`src/rtl/sram_data_responder_pkg.sv`:
```
// Shared types and defaults for the SRAM data responder: state encoding,
// SRAM geometry and word width (taken from REGISTER_LEN when the core defines it).
`ifndef REGISTER_LEN
`define REGISTER_LEN 32
`endif

package sram_data_responder_pkg;

  localparam int WORD_W          = `REGISTER_LEN;
  localparam int SRAM_DATA_W     = 16;
  localparam int SRAM_ADDR_W_DEF = 18;
  localparam int WAIT_CYCLES_DEF = 2;
  localparam logic [WORD_W-1:0] ADDR_BASE_DEF = WORD_W'(1024);

  typedef enum logic [2:0] {
    ST_IDLE  = 3'd0,
    ST_RD_LO = 3'd1,
    ST_RD_HI = 3'd2,
    ST_WR_LO = 3'd3,
    ST_WR_HI = 3'd4,
    ST_DONE  = 3'd5
  } state_t;

  function automatic logic is_write_phase(state_t s);
    return (s == ST_WR_LO) || (s == ST_WR_HI);
  endfunction

  function automatic logic is_read_phase(state_t s);
    return (s == ST_RD_LO) || (s == ST_RD_HI);
  endfunction

endpackage

```
`src/rtl/sram_data_responder_if.sv`:
```
// Data-memory request interface between the MEM stage (master) and the
// SRAM data responder (slave).
interface sram_data_responder_if;
  import sram_data_responder_pkg::*;

  // Handshake: the master raises mem_read_in or mem_write_in and holds it,
  // together with addr_in/write_data_in, stable until it samples ready_out=1
  // on a rising clock edge; that edge completes the transfer. ready_out=1 with
  // no request pending means idle, and no transfer happens.
  logic              mem_read_in;
  logic              mem_write_in;
  logic [WORD_W-1:0] addr_in;
  logic [WORD_W-1:0] write_data_in;
  logic [WORD_W-1:0] read_data_out;
  logic              ready_out;

  modport master (
    output mem_read_in,
    output mem_write_in,
    output addr_in,
    output write_data_in,
    input  read_data_out,
    input  ready_out
  );

  modport slave (
    input  mem_read_in,
    input  mem_write_in,
    input  addr_in,
    input  write_data_in,
    output read_data_out,
    output ready_out
  );

endinterface

```
`src/rtl/sram_phase_timer.sv`:
```
// Per-phase wait counter: load clears it, en counts it up, and tc flags the
// last cycle of a phase (count == WAIT_CYCLES-1).
module sram_phase_timer #(
  parameter int WAIT_CYCLES = 2
) (
  input  logic clk,
  input  logic rst,
  input  logic load,
  input  logic en,
  output logic tc
);

  localparam int CNT_W = (WAIT_CYCLES > 1) ? $clog2(WAIT_CYCLES) : 1;
  localparam logic [CNT_W-1:0] LAST = CNT_W'(WAIT_CYCLES - 1);

  logic [CNT_W-1:0] count;

  always_ff @(posedge clk or negedge rst) begin
    if (!rst) begin
      count <= '0;
    end else if (load) begin
      count <= '0;
    end else if (en) begin
      count <= count + CNT_W'(1);
    end
  end

  assign tc = (count == LAST);

endmodule

```
`src/rtl/sram_data_responder.sv`:
```
// Serves 32-bit MEM-stage loads/stores from a 16-bit asynchronous SRAM in two
// half-word phases. Optional last-read buffer: define SRAM_LAST_READ_BUF_EN.
module sram_data_responder
  import sram_data_responder_pkg::*;
#(
  parameter logic [WORD_W-1:0] ADDR_BASE   = ADDR_BASE_DEF,
  parameter int                WAIT_CYCLES = WAIT_CYCLES_DEF,
  parameter int                SRAM_ADDR_W = SRAM_ADDR_W_DEF
) (
  input  logic                   clk,
  input  logic                   rst,
  sram_data_responder_if.slave   mem,
  output logic [SRAM_ADDR_W-1:0] sram_addr,
  output logic [SRAM_DATA_W-1:0] sram_dq_out,
  output logic                   sram_dq_oe,
  input  logic [SRAM_DATA_W-1:0] sram_dq_in,
  output logic                   sram_we_n,
  output state_t                 dbg_state
);

  state_t state, state_nxt;

  logic                   phase_last;
  logic                   timer_load;
  logic                   timer_en;
  logic                   cap_lo;
  logic                   cap_hi;
  logic                   wr_done;
  logic                   buf_take;
  logic                   buf_hit;
  logic [WORD_W-1:0]      rdata;
  logic [WORD_W-1:0]      addr_off;
  logic [SRAM_ADDR_W-2:0] word_idx;
  logic [SRAM_ADDR_W-1:0] lo_addr;
  logic [SRAM_ADDR_W-1:0] hi_addr;
  logic                   unused_addr_bits;

  // Byte offset to half-word pair; out-of-range upper bits simply wrap.
  assign addr_off = mem.addr_in - ADDR_BASE;
  assign word_idx = addr_off[SRAM_ADDR_W:2];
  assign lo_addr  = {word_idx, 1'b0};
  assign hi_addr  = {word_idx, 1'b1};
  assign unused_addr_bits = ^{addr_off[WORD_W-1:SRAM_ADDR_W+1], addr_off[1:0]};

  sram_phase_timer #(
    .WAIT_CYCLES (WAIT_CYCLES)
  ) u_phase_timer (
    .clk  (clk),
    .rst  (rst),
    .load (timer_load),
    .en   (timer_en),
    .tc   (phase_last)
  );

  always_ff @(posedge clk or negedge rst) begin
    if (!rst) begin
      state <= ST_IDLE;
    end else begin
      state <= state_nxt;
    end
  end

  always_comb begin
    state_nxt   = state;
    timer_load  = 1'b0;
    timer_en    = 1'b0;
    cap_lo      = 1'b0;
    cap_hi      = 1'b0;
    wr_done     = 1'b0;
    buf_take    = 1'b0;
    sram_addr   = '0;
    sram_dq_out = '0;
    sram_dq_oe  = 1'b0;
    sram_we_n   = 1'b1;
    case (state)
      ST_IDLE: begin
        timer_load = 1'b1;
        if (mem.mem_write_in) begin
          state_nxt = ST_WR_LO;
        end else if (mem.mem_read_in) begin
          buf_take  = buf_hit;
          state_nxt = buf_hit ? ST_DONE : ST_RD_LO;
        end
      end
      ST_RD_LO, ST_RD_HI: begin
        sram_addr = (state == ST_RD_LO) ? lo_addr : hi_addr;
        timer_en  = 1'b1;
        if (phase_last) begin
          timer_load = 1'b1;
          cap_lo     = (state == ST_RD_LO);
          cap_hi     = (state == ST_RD_HI);
          state_nxt  = (state == ST_RD_LO) ? ST_RD_HI : ST_DONE;
        end
      end
      ST_WR_LO, ST_WR_HI: begin
        sram_addr   = (state == ST_WR_LO) ? lo_addr : hi_addr;
        sram_dq_out = (state == ST_WR_LO) ? mem.write_data_in[15:0]
                                          : mem.write_data_in[31:16];
        sram_dq_oe  = 1'b1;
        // WE rises on the last phase cycle so address and data outlive it.
        sram_we_n   = phase_last;
        timer_en    = 1'b1;
        if (phase_last) begin
          timer_load = 1'b1;
          wr_done    = (state == ST_WR_HI);
          state_nxt  = (state == ST_WR_LO) ? ST_WR_HI : ST_DONE;
        end
      end
      ST_DONE: begin
        state_nxt = ST_IDLE;
      end
      default: begin
        state_nxt = ST_IDLE;
      end
    endcase
  end

`ifdef SRAM_LAST_READ_BUF_EN
  logic                   buf_valid;
  logic [SRAM_ADDR_W-2:0] buf_word;
  logic [WORD_W-1:0]      buf_data;

  assign buf_hit = buf_valid && (buf_word == word_idx);

  always_ff @(posedge clk or negedge rst) begin
    if (!rst) begin
      buf_valid <= 1'b0;
      buf_word  <= '0;
      buf_data  <= '0;
    end else if (cap_hi) begin
      buf_valid <= 1'b1;
      buf_word  <= word_idx;
      buf_data  <= {sram_dq_in, rdata[15:0]};
    end else if (wr_done && buf_hit) begin
      buf_data  <= mem.write_data_in;
    end
  end

  always_ff @(posedge clk or negedge rst) begin
    if (!rst) begin
      rdata <= '0;
    end else if (cap_lo) begin
      rdata[15:0] <= sram_dq_in;
    end else if (cap_hi) begin
      rdata[31:16] <= sram_dq_in;
    end else if (buf_take) begin
      rdata <= buf_data;
    end
  end
`else
  logic unused_buf_sigs;

  assign buf_hit         = 1'b0;
  assign unused_buf_sigs = wr_done ^ buf_take;

  always_ff @(posedge clk or negedge rst) begin
    if (!rst) begin
      rdata <= '0;
    end else if (cap_lo) begin
      rdata[15:0] <= sram_dq_in;
    end else if (cap_hi) begin
      rdata[31:16] <= sram_dq_in;
    end
  end
`endif

  assign mem.read_data_out = rdata;
  assign mem.ready_out     = ~(mem.mem_read_in | mem.mem_write_in) | (state == ST_DONE);
  assign dbg_state         = state;

endmodule

```
`src/flat_wrapper.sv`:
```
// flat-port wrapper written by rule: the top's interface ports become plain ports
module sram_data_responder_flat import sram_data_responder_pkg::*;
#(
  parameter logic [WORD_W-1:0] ADDR_BASE   = ADDR_BASE_DEF,
  parameter int                WAIT_CYCLES = WAIT_CYCLES_DEF,
  parameter int                SRAM_ADDR_W = SRAM_ADDR_W_DEF
)
  (clk, rst, sram_addr, sram_dq_out, sram_dq_oe, sram_dq_in, sram_we_n, dbg_state, mem_mem_read_in, mem_mem_write_in, mem_addr_in, mem_write_data_in, mem_read_data_out, mem_ready_out);
  sram_data_responder_if mem_i ();
  input  logic clk;
  input  logic rst;
  output logic [SRAM_ADDR_W-1:0] sram_addr;
  output logic [SRAM_DATA_W-1:0] sram_dq_out;
  output logic sram_dq_oe;
  input  logic [SRAM_DATA_W-1:0] sram_dq_in;
  output logic sram_we_n;
  output state_t dbg_state;
  input wire logic [$bits(mem_i.mem_read_in)-1:0] mem_mem_read_in;
  input wire logic [$bits(mem_i.mem_write_in)-1:0] mem_mem_write_in;
  input wire logic [$bits(mem_i.addr_in)-1:0] mem_addr_in;
  input wire logic [$bits(mem_i.write_data_in)-1:0] mem_write_data_in;
  output wire logic [$bits(mem_i.read_data_out)-1:0] mem_read_data_out;
  output wire logic [$bits(mem_i.ready_out)-1:0] mem_ready_out;
  assign mem_i.mem_read_in = mem_mem_read_in;
  assign mem_i.mem_write_in = mem_mem_write_in;
  assign mem_i.addr_in = mem_addr_in;
  assign mem_i.write_data_in = mem_write_data_in;
  assign mem_read_data_out = mem_i.read_data_out;
  assign mem_ready_out = mem_i.ready_out;
  sram_data_responder #(.ADDR_BASE(ADDR_BASE), .WAIT_CYCLES(WAIT_CYCLES), .SRAM_ADDR_W(SRAM_ADDR_W)) u_core (.clk(clk), .rst(rst), .mem(mem_i), .sram_addr(sram_addr), .sram_dq_out(sram_dq_out), .sram_dq_oe(sram_dq_oe), .sram_dq_in(sram_dq_in), .sram_we_n(sram_we_n), .dbg_state(dbg_state));
endmodule
```
`config.mk`:
```
export PLATFORM = sky130hd
export DESIGN_NAME = sram_data_responder_flat
export DESIGN_NICKNAME = d
export VERILOG_FILES = /design/src/rtl/sram_data_responder_pkg.sv /design/src/rtl/sram_data_responder_if.sv /design/src/rtl/sram_phase_timer.sv /design/src/rtl/sram_data_responder.sv /design/src/flat_wrapper.sv
export SDC_FILE = /design/constraint.sdc
export NUM_CORES = 1
export LEC_CHECK = 0
export CORE_UTILIZATION = 35
export CTS_CLUSTER_SIZE = 40
export DETAILED_ROUTE_END_ITERATION = 6
export GPL_TIMING_DRIVEN = 0
export HOLD_SLACK_MARGIN = 0.05
export PLACE_DENSITY = 0.86
export SYNTH_ARGS = -nofsm -noshare
export SYNTH_HDL_FRONTEND = slang
export SYNTH_SLANG_ARGS = --single-unit
```
`constraint.sdc`:
```
create_clock -name clk -period 5.16 [get_ports clk]
set_input_delay 1.29 -clock clk [delete_from_list [all_inputs] [get_ports clk]]
set_output_delay 1.29 -clock clk [all_outputs]
set_load 0.02 [all_outputs]
```
* Word-level counts from Yosys, hierarchy flattened
Cells that the tools add are included. W data, S select, Z words.
Storage, ports and cells: register bits after elaboration 36, bits of input ports 84, output and inout bits 72, logic and storage cells 48
Cells by class: add/subtract/negate cells 2, eq/ne operators 8, muxes and demuxes 23, bitwise logic cells 4, reduce and logical (&&, ||, !) cells 7
Operators with widths (number):
- $pmux W18 S2 | 1
- $mux W16 | 2
- $sub A19 B11 Y19 const B | 1
- $mux W3 | 5
- $mux W1 | 13
- $pmux W3 S3 | 1
- $eq A3 B2 Y1 const B | 2
- $eq A3 B3 Y1 const B | 2
- $ne A2 B2 Y1 const B | 2
- $reduce_or A2 Y1 | 2
- $reduce_or A4 Y1 | 1
- $eq A3 B1 Y1 const B | 1
- $logic_not A3 Y1 | 1
- $ne A3 B3 Y1 const B | 1
- $reduce_and A3 Y1 | 1
- $not A1 Y1 | 2
- $or A1 B1 Y1 | 2
- $pmux W1 S2 | 1
- $reduce_and A2 Y1 | 1
- $reduce_bool A2 Y1 | 1
- $add A1 B1 Y1 const B | 1

* Depth between registers and ports, before layout
depth after elaboration 5, gate-level depth with buffers 5, mapped depth without buffers 5

* By module
A second synthesis with hierarchy kept.
Second synthesis, totals: cells, all modules 159, area, all modules 1863.0 um^2
Modules (own cells, without submodules):
- sram_data_responder | times used 1, cells each 156, area each 1825.5 um^2, seq. area each 875.8 um^2
- sram_phase_timer | times used 1, cells each 3, area each 37.5 um^2, seq. area each 25.0 um^2

* Worst setup path after synthesis
Ideal clock, no wire load.
path kind input -> output, start input mem_addr_in[15], end output sram_addr[17], data arrival time 2505 ps, required time 3870 ps, slack 1365 ps, stages 3, path buffers 0, cells stage by stage or4_4 or4_4 a21oi_2
On the way: cells in the longest elaborated chain, start to end 2
RTL lines:
- from (decl) | RTL line flat_wrapper.sv:20 | input wire logic [$bits(mem_i.addr_in)-1:0] mem_addr_in;
- $sub A19 B11 Y19 | RTL line sram_data_responder.sv:39 | assign addr_off = mem.addr_in - ADDR_BASE;
- $pmux W18 S2 | RTL line sram_data_responder.sv:75 | case (state)
- to (decl) | RTL line flat_wrapper.sv:12 | output logic [SRAM_ADDR_W-1:0] sram_addr;
Every way passes these cells.

* Worst setup path in the final report
start input mem_addr_in[13], end output sram_addr[17]
The elaborated chain is that of the path after synthesis.

==> impl_summary.txt <==
----------------------------------------------------
[Floorplanning]
  Boundary Pins ... around 160
  Die width ... 75.1 um
  Vertical die dimension ... around 75 um
  Placeable core region ... ~5100 um^2
  Initial core utilization ... 0.364
  Row Count ... 26
  Total die area ... 5640 um^2

[Detailed routing]
  Total Wirelength ... 5170 um
  Average wire length per cell after detail routing ... around 14 um
  Number of nets still failing antenna checks after routing ... 0
  Total iterations of the first detailed-routing run ... 4
  Via-per-instance ratio ... 4.90
  DRC errors left ... 0
  Number of violations reported at the end of detailed-routing iteration 0 ... 73
  Total number of vias ... ~1.8k

[Synth]
  Total number of yosys warnings ... 0
  Number of distinct library cell variants in the gate-level netlist after synthesis ... 30
  Basic-gate share of the synthesized area counting and, or, nand and nor cells ... 0.140
  Number of cells produced by synthesis ... around 160
  Proportion of synthesized area in mux cells ... 0.193
  Flip-flop and latch count after synthesis ... 36
  Xor/xnor share of the synthesized area ... 0.00468
  Post-synthesis cell area ... 1870 um^2
  Synthesized net count ... approximately 240
  Synth Area per Inst ... 11.8 um^2
  Post-Synth Adder-Cell Area ... 0.00669
  Post-synthesis compound-gate area fraction ... 0.140
  Main combinational cell family by area after synthesis ... multiplexers
  Fraction of the yosys area taken by sequential cells ... 0.482

[Setup path]
  Worst-path fanout max ... 6
  Worst reg2reg path depth ... 4
  Arrival time of data at the critical path endpoint ... 3.52 ns
  CP max-delay cell ... clkdlybuf4s50_1
  CP required ... 3.87 ns
  Cell family with the largest share of critical-path delay ... buffers and inverters
  Highest cell delay on the worst timing path ... 0.62 ns
  Critical path, cell by cell ... clkdlybuf4s50_1 > or4_4 > or4_4 > a21oi_2 > clkdlybuf4s50_1
  Critical path type ... input pin to primary output
  Total buffers and inverters traversed by the critical path ... 2
  Cell count along the critical path ... 5
  Setup crit start kind ... input pin
  Critical path endpoint category ... primary output

[Finish]
  Fill count ... 440
  Area taken by flip-flops and latches ... around 900 um^2
  Final #Nets ... 391
  Multi-input combinational cell area ... just over 900 um^2
  Area Growth Syn to Fin ... 86.1%
  # diodes ... 0
  Ratio of cells with drive above 1 in the final layout ... 0.195

[Timing]
  Setup repair after global routing missed its margin ... false
  Final hold violations ... 0
  Worst slew margin relative to its limit ... 0.490
  Setup Viol. Count Final ... 0
  Aggregate negative setup slack ... 0 ns
  Final cycle utilization of the critical path ... 0.932
  Actual slew at the worst max-slew pin ... 0.765 ns
  Tmin final ... 4.81 ns
  Total count of max-transition violations in the final report ... 0
  Final clock skew ... 0.00847 ns
  Min setup slack post-route ... between 0.3 and 0.4 ns
  Max Freq ... 0.208 GHz

[Global routing]
  Largest net degree at the start of global routing ... 37
  Initial antenna violation count ... 0
  Overflow left after global routing ... 0
  Overall Global Routing Usage ... 0.170
  Wire length of the first global-routing pass ... about 7400 um
  Vias in the first global route ... 1,713

[Clocking]
  Setup Buffers After CTS ... 0
  Reg clk slew, reported paths ... about 0.07 ns
  Clock tree from TritonCTS ... done
  Post-CTS Hold Buffers ... 0
  Number of buffers inserted during clock tree synthesis ... 5
  CTS sink count ... 36
  Clock insertion delay at the later pin of the skew report ... roughly 0.28 ns
  Maximum clock insertion buffer count ... 2
  Clk Tree Root Cell ... clkbuf_8
  Cells resized by post-CTS repair ... 0
  Htree depth ... 2

[Power and ir drop]
  Worst supply voltage drop on vdd ... ~0.38 mV
  Total power ... around 2.1 mW
  Static Leak ... 1.42 nW
  Total power per unit cell area ... 606 nW/um^2

[Place]
  Placement-stage worst setup slack ... about 0.33 ns
  HPWL reported at the end of detailed placement ... 4110 um
  Number of input and output port buffers inserted ... 140
  Final weighted congestion in routability-driven placement ... roughly 0.70

[Min path]
  Worst min path class ... flip-flop to flip-flop
  Number of cells traversed by the worst hold path ... 1

[Outcome]
  Result of the run ... complete, no violations

[Flow run]
  Number of maximum-capacitance constraint violations ... 0

----------------------------------------------------
[path summary, 6_finish.rpt]
| path | startpoint | end | slack, ns |
|---|---|---|---|
| hold reg to reg | u_core.mem.read_data_out[30] | u_core.mem.read_data_out[30] | 0.51 |
| setup reg to reg | u_core.dbg_state[2] | u_core.mem.read_data_out[2] | 3.41 |
| max in group asynchronous | rst | u_core.mem.read_data_out[16] | 3.59 |
| min in group asynchronous | rst | u_core.mem.read_data_out[28] | 1.08 |
| hold / removal | u_core.mem.read_data_out[30] | u_core.mem.read_data_out[30] | 0.51 |
| setup / recovery | mem_addr_in[13] | sram_addr[17] | 0.35 |
[synthesized netlist by cell type]
cell type / count / area share
o21ai_1: 1 / 0.0027
or3_1: 5 / 0.017
buf_4: 2 / 0.0080
a211oi_1: 2 / 0.0080
nor2b_1: 1 / 0.0033
and3b_1: 1 / 0.0047
or2_2: 5 / 0.017
nand2_1: 2 / 0.0040
xnor2_1: 1 / 0.0047
nand2b_1: 5 / 0.017
o21ai_0: 7 / 0.019
inv_1: 3 / 0.0060
nor4bb_1: 1 / 0.0054
buf_2: 6 / 0.016
or3_2: 1 / 0.0040
a21oi_2: 1 / 0.0047
nand3_1: 2 / 0.0054
o21bai_1: 1 / 0.0040
a21oi_1: 7 / 0.019
or4_4: 2 / 0.012
ha_1: 1 / 0.0067
o31ai_1: 2 / 0.0080
mux2_2: 32 / 0.19
nor3b_2: 1 / 0.0067
nor3b_4: 1 / 0.010
nor2_1: 4 / 0.0080
clkbuf_1: 2 / 0.0040
and3_1: 8 / 0.027
a22o_1: 16 / 0.075
dfrtp_1: 36 / 0.48
[registers in the layout, indices dropped and copies added, names as in the netlist]
name and cells:
u_core.u_phase_timer.tc 1, u_core.mem.read_data_out 32, u_core.dbg_state 3
[metal layers]
metal | wire length, um | share of wire | global-route usage
met1 | 2100 | 0.41 | 0.201
met2 | 2680 | 0.52 | 0.301
met3 | 355 | 0.069 | 0.0535
met4 | 33 | 0.0064 | 0.0419
met5 | 0 | 0 | 0
[logic make-up after synthesis]
| kind of cell | after synthesis |
|---|---|
| AOI/OAI and AO/OA | 37 |
| xor gates and xnor gates | 1 |
| adders and majority gates | 1 |
| buffers and inverters | 13 |
| DFF | 36 |
| muxes | 32 |
| and+or+nand+nor | 39 |
[layout by cell type (no fill, tap or decap), types with 3 or more instances in the layout]
cell type | Yosys | layout
a21oi_1 | 7 | 7
clkbuf_8 | 0 | 7
dfrtp_1 | 36 | 36
inv_1 | 3 | 3
a22o_1 | 16 | 16
or2_2 | 5 | 5
o21ai_0 | 7 | 7
mux2_2 | 32 | 32
and3_1 | 8 | 8
nor2_1 | 4 | 4
buf_2 | 6 | 7
or3_1 | 5 | 5
clkdlybuf4s50_1 | 0 | 139
nand2b_1 | 5 | 5
[layout make-up]
type                       instances  share of cell area
buffer                            10              0.0151
clock buffer                       7              0.0277
clock inverter                     1             0.00863
inverter                           3             0.00324
multi-input combinational        110               0.260
sequential                        36               0.259
tap                               70              0.0252
timing repair buffer             140               0.401
[worst register-to-register path: cells and delay by family (launching register included)]
family	cells	cell delay, ns
muxes	1	0.35
buffers and inverters	1	0.27
DFF	1	0.40
and+or+nand+nor	2	0.62
[stage by stage]
stage / hold slack, ns / std cells / cell area, um^2 / util
6_report: 0.506 / 377 / 3480 / 0.677
5_1_grt: 0.528 / 377 / 3480 / 0.677
4_1_cts: 0.515 / 377 / 3480 / 0.677
3_5_place_dp: 0.494 / 369 / 3350 / 0.653
3_3_place_gp: 0.489 / 369 / 3360 / 0.654
2_1_floorplan: 0.514 / 159 / 1870 / -
[power breakdown]
group / switching, mW / internal, mW
combinational: 0.638 / 0.702
clock: 0.0936 / 0.170
sequential: 0.0789 / 0.428
(Power assumes the default switching activity.)
